--- src/rtl/mem_arbiter.sv ---
// Arbiter sharing one registered memory port between the I-cache and D-cache.
// Define MEM_ARB_RR_EN for round-robin tie-breaking; default is fixed D-cache priority.
module mem_arbiter #(
    parameter int ADDR_W = 28,
    parameter int DATA_W = 128
) (
    input  logic              clk,
    input  logic              rst_n,
    input  logic              i_read_i,
    input  logic [ADDR_W-1:0] i_addr_i,
    output logic [DATA_W-1:0] i_rdata_o,
    output logic              i_ready_o,
    input  logic              d_read_i,
    input  logic              d_write_i,
    input  logic [ADDR_W-1:0] d_addr_i,
    input  logic [DATA_W-1:0] d_wdata_i,
    output logic [DATA_W-1:0] d_rdata_o,
    output logic              d_ready_o,
    output logic              mem_read_o,
    output logic              mem_write_o,
    output logic [ADDR_W-1:0] mem_addr_o,
    output logic [DATA_W-1:0] mem_wdata_o,
    input  logic [DATA_W-1:0] mem_rdata_i,
    input  logic              mem_ready_i,
    output logic [1:0]        grant_o
);

    typedef enum logic [1:0] {
        IDLE  = 2'b00,
        GNT_I = 2'b01,
        GNT_D = 2'b10
    } state_t;

`ifdef MEM_ARB_RR_EN
    localparam bit RR_EN = 1'b1;
`else
    localparam bit RR_EN = 1'b0;
`endif

    state_t              r_state;
    state_t              w_next;
    logic                r_mem_read;
    logic                r_mem_write;
    logic [ADDR_W-1:0]   r_mem_addr;
    logic [DATA_W-1:0]   r_mem_wdata;
    logic                r_last_d;
    logic                w_i_req;
    logic                w_d_req;
    logic                w_tie_d;

    assign w_i_req = i_read_i;
    assign w_d_req = d_read_i | d_write_i;
    // Tie winner: opposite of last-served under round-robin, otherwise always D.
    assign w_tie_d = RR_EN ? ~r_last_d : 1'b1;

    always_comb begin
        w_next = r_state;
        unique case (r_state)
            IDLE: begin
                if (w_d_req && !w_i_req)      w_next = GNT_D;
                else if (w_i_req && !w_d_req) w_next = GNT_I;
                else if (w_i_req && w_d_req)  w_next = w_tie_d ? GNT_D : GNT_I;
            end
            GNT_I:   if (mem_ready_i) w_next = IDLE;
            GNT_D:   if (mem_ready_i) w_next = IDLE;
            default: w_next = IDLE;
        endcase
    end

    always_ff @(posedge clk) begin
        if (!rst_n) begin
            r_state     <= IDLE;
            r_mem_read  <= 1'b0;
            r_mem_write <= 1'b0;
            r_mem_addr  <= '0;
            r_mem_wdata <= '0;
            r_last_d    <= 1'b0;
        end else begin
            r_state <= w_next;
            unique case (r_state)
                IDLE: begin
                    if (w_next == GNT_I) begin
                        r_mem_read  <= 1'b1;
                        r_mem_write <= 1'b0;
                        r_mem_addr  <= i_addr_i;
                    end else if (w_next == GNT_D) begin
                        r_mem_read  <= d_read_i & ~d_write_i;
                        r_mem_write <= d_write_i;
                        r_mem_addr  <= d_addr_i;
                        r_mem_wdata <= d_wdata_i;
                    end
                end
                GNT_I: begin
                    if (mem_ready_i) begin
                        r_mem_read  <= 1'b0;
                        r_mem_write <= 1'b0;
                        r_last_d    <= 1'b0;
                    end
                end
                GNT_D: begin
                    if (mem_ready_i) begin
                        r_mem_read  <= 1'b0;
                        r_mem_write <= 1'b0;
                        r_last_d    <= 1'b1;
                    end
                end
                default: ;
            endcase
        end
    end

    assign i_ready_o   = (r_state == GNT_I) & mem_ready_i;
    assign d_ready_o   = (r_state == GNT_D) & mem_ready_i;
    assign i_rdata_o   = mem_rdata_i;
    assign d_rdata_o   = mem_rdata_i;
    assign mem_read_o  = r_mem_read;
    assign mem_write_o = r_mem_write;
    assign mem_addr_o  = r_mem_addr;
    assign mem_wdata_o = r_mem_wdata;
    assign grant_o     = r_state;

endmodule
--- config.mk ---
export PLATFORM = sky130hd
export DESIGN_NAME = mem_arbiter
export DESIGN_NICKNAME = d
export VERILOG_FILES = /design/src/rtl/mem_arbiter.sv
export SDC_FILE = /design/constraint.sdc
export NUM_CORES = 1
export LEC_CHECK = 0
export ABC_AREA = 1
export CELL_PAD_IN_SITES_DETAIL_PLACEMENT = 1
export CELL_PAD_IN_SITES_GLOBAL_PLACEMENT = 1
export CORE_AREA = 2 2 288 290
export DETAILED_ROUTE_END_ITERATION = 12
export DIE_AREA = 0 0 290 292
export GPL_TIMING_DRIVEN = 0
export HOLD_SLACK_MARGIN = 0.12
export MAX_ROUTING_LAYER = met4
export PLACE_DENSITY = 0.42
export SYNTH_ARGS = -nofsm -noshare
export SYNTH_HDL_FRONTEND = slang
export SYNTH_SLANG_ARGS = --single-unit
--- constraint.sdc ---
create_clock -name clk -period 2.38 [get_ports clk]
set_input_delay 0.357 -clock clk [delete_from_list [all_inputs] [get_ports clk]]
set_output_delay 0.357 -clock clk [all_outputs]
set_load 0.005 [all_outputs]
### Yosys cells after proc, flatten, opt, wreduce, memory -nomap -nowiden

Cells that the tools add are included.

* equality and inequality tests: 6
* muxes and demuxes: 14
* bitwise logic cells: 6
* reduce and logical (&&, ||, !) cells: 12

Operators by type and width (number)
* 28-bit 2-to-1 mux: 2
* 2-bit 2-to-1 mux: 4
* 3-bit AND reduction: 2
* 1-bit 2-to-1 mux: 5
* 2-bit by 1-bit equality test with 1-bit output (second input constant): 2
* 2-bit equality test (second input constant): 2
* 1-bit case mux with 2 select lines: 2
* 2-bit case mux with 2 select lines: 1
* 2-bit nonzero test: 2
* 1-bit bitwise AND: 3
* 1-bit logical AND: 3
* 3-bit != test (second input constant): 1
* 1-bit logical NOT: 2
* 2-bit logical NOT: 1
* 2-bit by 1-bit != test with 1-bit output (second input constant): 1
* 1-bit NOT: 2
* 2-bit AND reduction: 1
* 2-bit OR reduction: 1
* 1-bit OR: 1

* register bits after elaboration: 160
* bits of input ports: 318

### Longest topological paths before layout

* word-level depth: 10
* gate-level depth with buffers: 14
* gate-level depth less buffers: 13

### Worst setup path after synthesis

OpenSTA, ideal clock, no wires.

* path type: register to register
* from: register r_state[0] (netlist: grant_o[0])
* to: register r_mem_addr[10] (netlist: mem_addr_o[10])
* setup time: 117 ps
* data arrival time: 2008 ps
* required time: 2263 ps
* setup slack: 255 ps
* stages on the path, launching flop included: 13
* period minus slack after synthesis: 2125 ps
* cells stage by stage: dfxtp_1 -> inv_1 -> ha_1 -> nand3_1 -> a21oi_1 -> inv_1 -> ha_1 -> nor2_2 -> buf_6 -> buf_6 -> nand2_1 -> a21oi_1 -> nor2_1

* longest elaborated chain between the ends: 7
* elaborated cells on any way between the ends: 14
* classes of those cells: eq/ne (4); mux (6); reduce/logical (4)

RTL lines
* from (decl): line 40 `state_t r_state;`
* from (signal assigned): line 79 `r_state <= w_next;`
* 2-bit 2-to-1 mux: line 62 `else if (w_i_req && w_d_req) w_next = w_tie_d ? GNT_D : GNT_I;`
* 2-bit 2-to-1 mux: line 61 `else if (w_i_req && !w_d_req) w_next = GNT_I;`
* 2-bit 2-to-1 mux: line 60 `if (w_d_req && !w_i_req) w_next = GNT_D;`
* 2-bit case mux with 2 select lines *: line 58 `unique case (r_state)`
* net w_next[0]: line 41 `state_t w_next;`
* 2-bit by 1-bit equality test with 1-bit output or 2-bit equality test (tied branches): line 82, 86
* 2-bit nonzero test (no source line)
* 2-bit AND reduction (no source line)
* to (signal assigned): line 85 `r_mem_addr <= i_addr_i;`
* to (signal assigned): line 89 `r_mem_addr <= d_addr_i;`
* to (decl): line 44 `logic [ADDR_W-1:0] r_mem_addr;`

The timed path passes the listed nets; every way through them passes the cells marked *.
A chain may end at the register's enable or synchronous reset.

### Final worst setup path

* from: register r_state[0] (netlist: grant_o[0])
* to: register r_mem_addr[23] (netlist: mem_addr_o[23])

Same word-level chain as after synthesis.

==> results.json <==
{
  "fp.dieH_um": 292,
  "place_ws_ns": -0.707,
  "pwr-share-seq": 0.346,
  "clockPowerShare": 0.298,
  "drive_gt1_frac": 0.203,
  "min_path_type": "in -> reg",
  "wl_um": 45700,
  "critPathRequiredTime_ns": 2.73,
  "critical_path.top_delay_family": "adder cells",
  "worst_pin_slew_ns": 0.828,
  "netlist_area_um2": 7970,
  "dp_cells": 2724,
  "slew_viol_final": 0,
  "power_density_nw_per_um2": 591,
  "layout_setup_ws_ns": 0.142,
  "cts_tree": "done",
  "arrival_ns": 2.59,
  "regToRegSetupSlack_ns": 0.14,
  "gp_congestion": 0.761,
  "core_um2": 81600,
  "syn-num-nets": 1372,
  "area_growth_syn_to_layout_pct": 102,
  "yosysSeqAreaShare": 0.402,
  "cp_slowest_stage_delay_ns": 0.39,
  "worst-setup-path-type": "reg -> reg",
  "numCtsBuffers": 17,
  "crit_chain": "inv_1 -> ha_4 -> nand3_1 -> a21oi_2 -> inv_1 -> ha_4 -> nor2_4 -> buf_6 -> buf_8 -> nand2_1 -> a21oi_2 -> nor2_1",
  "worst-path-max-fanout": 10,
  "busiest_layer": "met2",
  "use_met1": 0.122,
  "cp_num_buf_inv": 4,
  "use_met2": 0.182,
  "ios": 736,
  "stdcell_area_um2": 16100,
  "cts_root_buffer": "clkbuf_16",
  "start_util": 0.0976,
  "die_area_um2": 84700,
  "clk_pin_slew_worst_paths_ns": 0.07,
  "p_sw_frac": 0.308,
  "pwr-share-comb": 0.356,
  "end_kind": "register",
  "clockBufferDepth": 2,
  "firstDrtPassIters": 4,
  "synth_cells": 1048,
  "layout_commonest_cell": "clkdlybuf4s50_1",
  "p_int_uw": 6570,
  "drt-initial-drc-count": 246,
  "fillerInstances": 9643,
  "leakagePower_uw": 0.00651,
  "placed_area_um2": 15400,
  "dieWidth_um": 290,
  "wire_per_inst_um": 16.5,
  "p_sw_uw": 2920,
  "rsz0062_at_grt": "false",
  "port_buffers": 606,
  "post_drt_via_cell_ratio": 3.14,
  "instances_no_fill": 2765,
  "max-vdd-ir-drop_uv": 520,
  "fin_crit_ns": 2.24,
  "row_count": 105,
  "antenna_found_initial": 5,
  "worstSetupStartpointType": "register",
  "gr-total-overflow": 0,
  "grt_max_degree": 17,
  "grt_pass1_wl_um": 65500,
  "grt_pass1_vias": 9408,
  "yosys.cell_types.count": 17,
  "cap_violations": 0,
  "relSlewSlack": 0.448,
  "postRouteAntennaNets": 0,
  "crit_path_top_delay_cell": "dfxtp_4",
  "clock_latency_ns": 0.48,
  "grt_use_met3": 0.0441,
  "synth_area_per_cell_um2": 7.60,
  "fin_skew_ns": 0.0285,
  "fin_crit_sh": 0.940,
  "vias": 8685,
  "fmaxAchievable_mhz": 447,
  "grt_usage": 0.109,
  "most-common-layout-cells": "clkdlybuf4s50_1, nor2_1, buf_4",
  "run_status": "finished, final reports clean",
  "numClockSinks": 160,
  "final_nets": 2000,
  "ys_ff_latch": 160,
  "route.detailed.drc": 0,
  "finalSetupViolCount": 0,
  "hold_buffers": 0,
  "synth_warnings": 0,
  "htreeDepth": 4,
  "dp_hpwl_um": 38500,
  "hold_viol_final": 0
}
[sequential cells by signal, indices dropped and copies added, names as in the netlist]
register / flops
mem_addr_o: 28
mem_write_o: 1
mem_wdata_o: 128
grant_o: 2
mem_read_o: 1
[cell type report]
class | count | area [um^2] | area share
flip-flops and latches | 160 | 3210 | 0.200
plain buffers | 313 | 2340 | 0.146
well taps | 1070 | 1340 | 0.0833
clock buffers | 19 | 443 | 0.0276
inverters | 14 | 52.6 | 0.00327
diodes | 6 | 15.0 | 0.000934
repair buffers | 609 | 6090 | 0.379
multi-input cells | 561 | 2450 | 0.153
clock inverters | 13 | 126 | 0.00786
[power by group through the flow]
stage | Clock, uW | Combinational [uW] | Sequential, uW
floorplan | 0 | 1270 | 3360
global placement | 0 | 3400 | 3340
detailed placement | 0 | 3410 | 3360
CTS | 3060 | 3460 | 3300
global route | 3120 | 3720 | 3350
finish | 2830 | 3380 | 3290
[tightest hold or removal path: stages]
cell and delay [ns]:
buf_2 0.19, o21ai_0 0.10, nor2_1 0.05
[per-layer routing]
layer,share of wire,vias to the layer above,routed length [um]
met3,0.084,23,3840
li1,-,4300,-
met1,0.41,4030,18700
met2,0.50,332,22600
met5,0,-,0
met4,0.011,0,503
[final timing paths]
kind / start / endpoint / cells after the start
setup / recovery: grant_o[0] / mem_addr_o[23] / 12
hold / removal: rst_n / mem_addr_o[1] / 3
setup reg to reg: grant_o[0] / mem_addr_o[23] / 12
hold reg to reg: mem_wdata_o[27] / mem_wdata_o[27] / 2
[logic make-up after synthesis]
logic type | share of synthesized area
buf+inv | 0.296
compound gates | 0.118
flops | 0.402
simple gates | 0.174
fa+ha+maj | 0.00942
[synth_stat cells]
| cell | n | share of area |
|---|---|---|
| inv_2 | 2 | 0.00094 |
| ha_1 | 6 | 0.0094 |
| clkbuf_2 | 5 | 0.0031 |
| buf_2 | 9 | 0.0057 |
| nand2_1 | 73 | 0.034 |
| dfxtp_1 | 160 | 0.40 |
| a21oi_1 | 31 | 0.019 |
| inv_1 | 12 | 0.0057 |
| nand3_1 | 3 | 0.0019 |
| nor2_1 | 289 | 0.14 |
| o21ai_0 | 123 | 0.077 |
| nor2_2 | 1 | 0.00079 |
| clkbuf_1 | 22 | 0.010 |
| o21ai_1 | 34 | 0.021 |
| buf_6 | 20 | 0.028 |
| buf_4 | 257 | 0.24 |
| nand2_2 | 1 | 0.00079 |
[per-stage QoR]
step | hold WS, ns | power (uW) | TNS, ns | util
floorplan | 0.461 | 4640 | 0 | -
global placement | 0.462 | 6740 | -21.69 | 0.188
detailed placement | 0.471 | 6770 | -26.51 | 0.188
CTS | 0.230 | 9820 | 0 | 0.196
global route | 0.255 | 10200 | 0 | 0.197
finish | 0.260 | 9490 | 0 | 0.197
[what timing repair did]
action                                  CTS  global route
cloned                                    1             0
buffers inserted                          0             2
resized for setup                        19            12
endpoints found under the setup margin  141            42
pin swaps                                 0             1
Note: power is estimated with default switching activity, not from simulation.
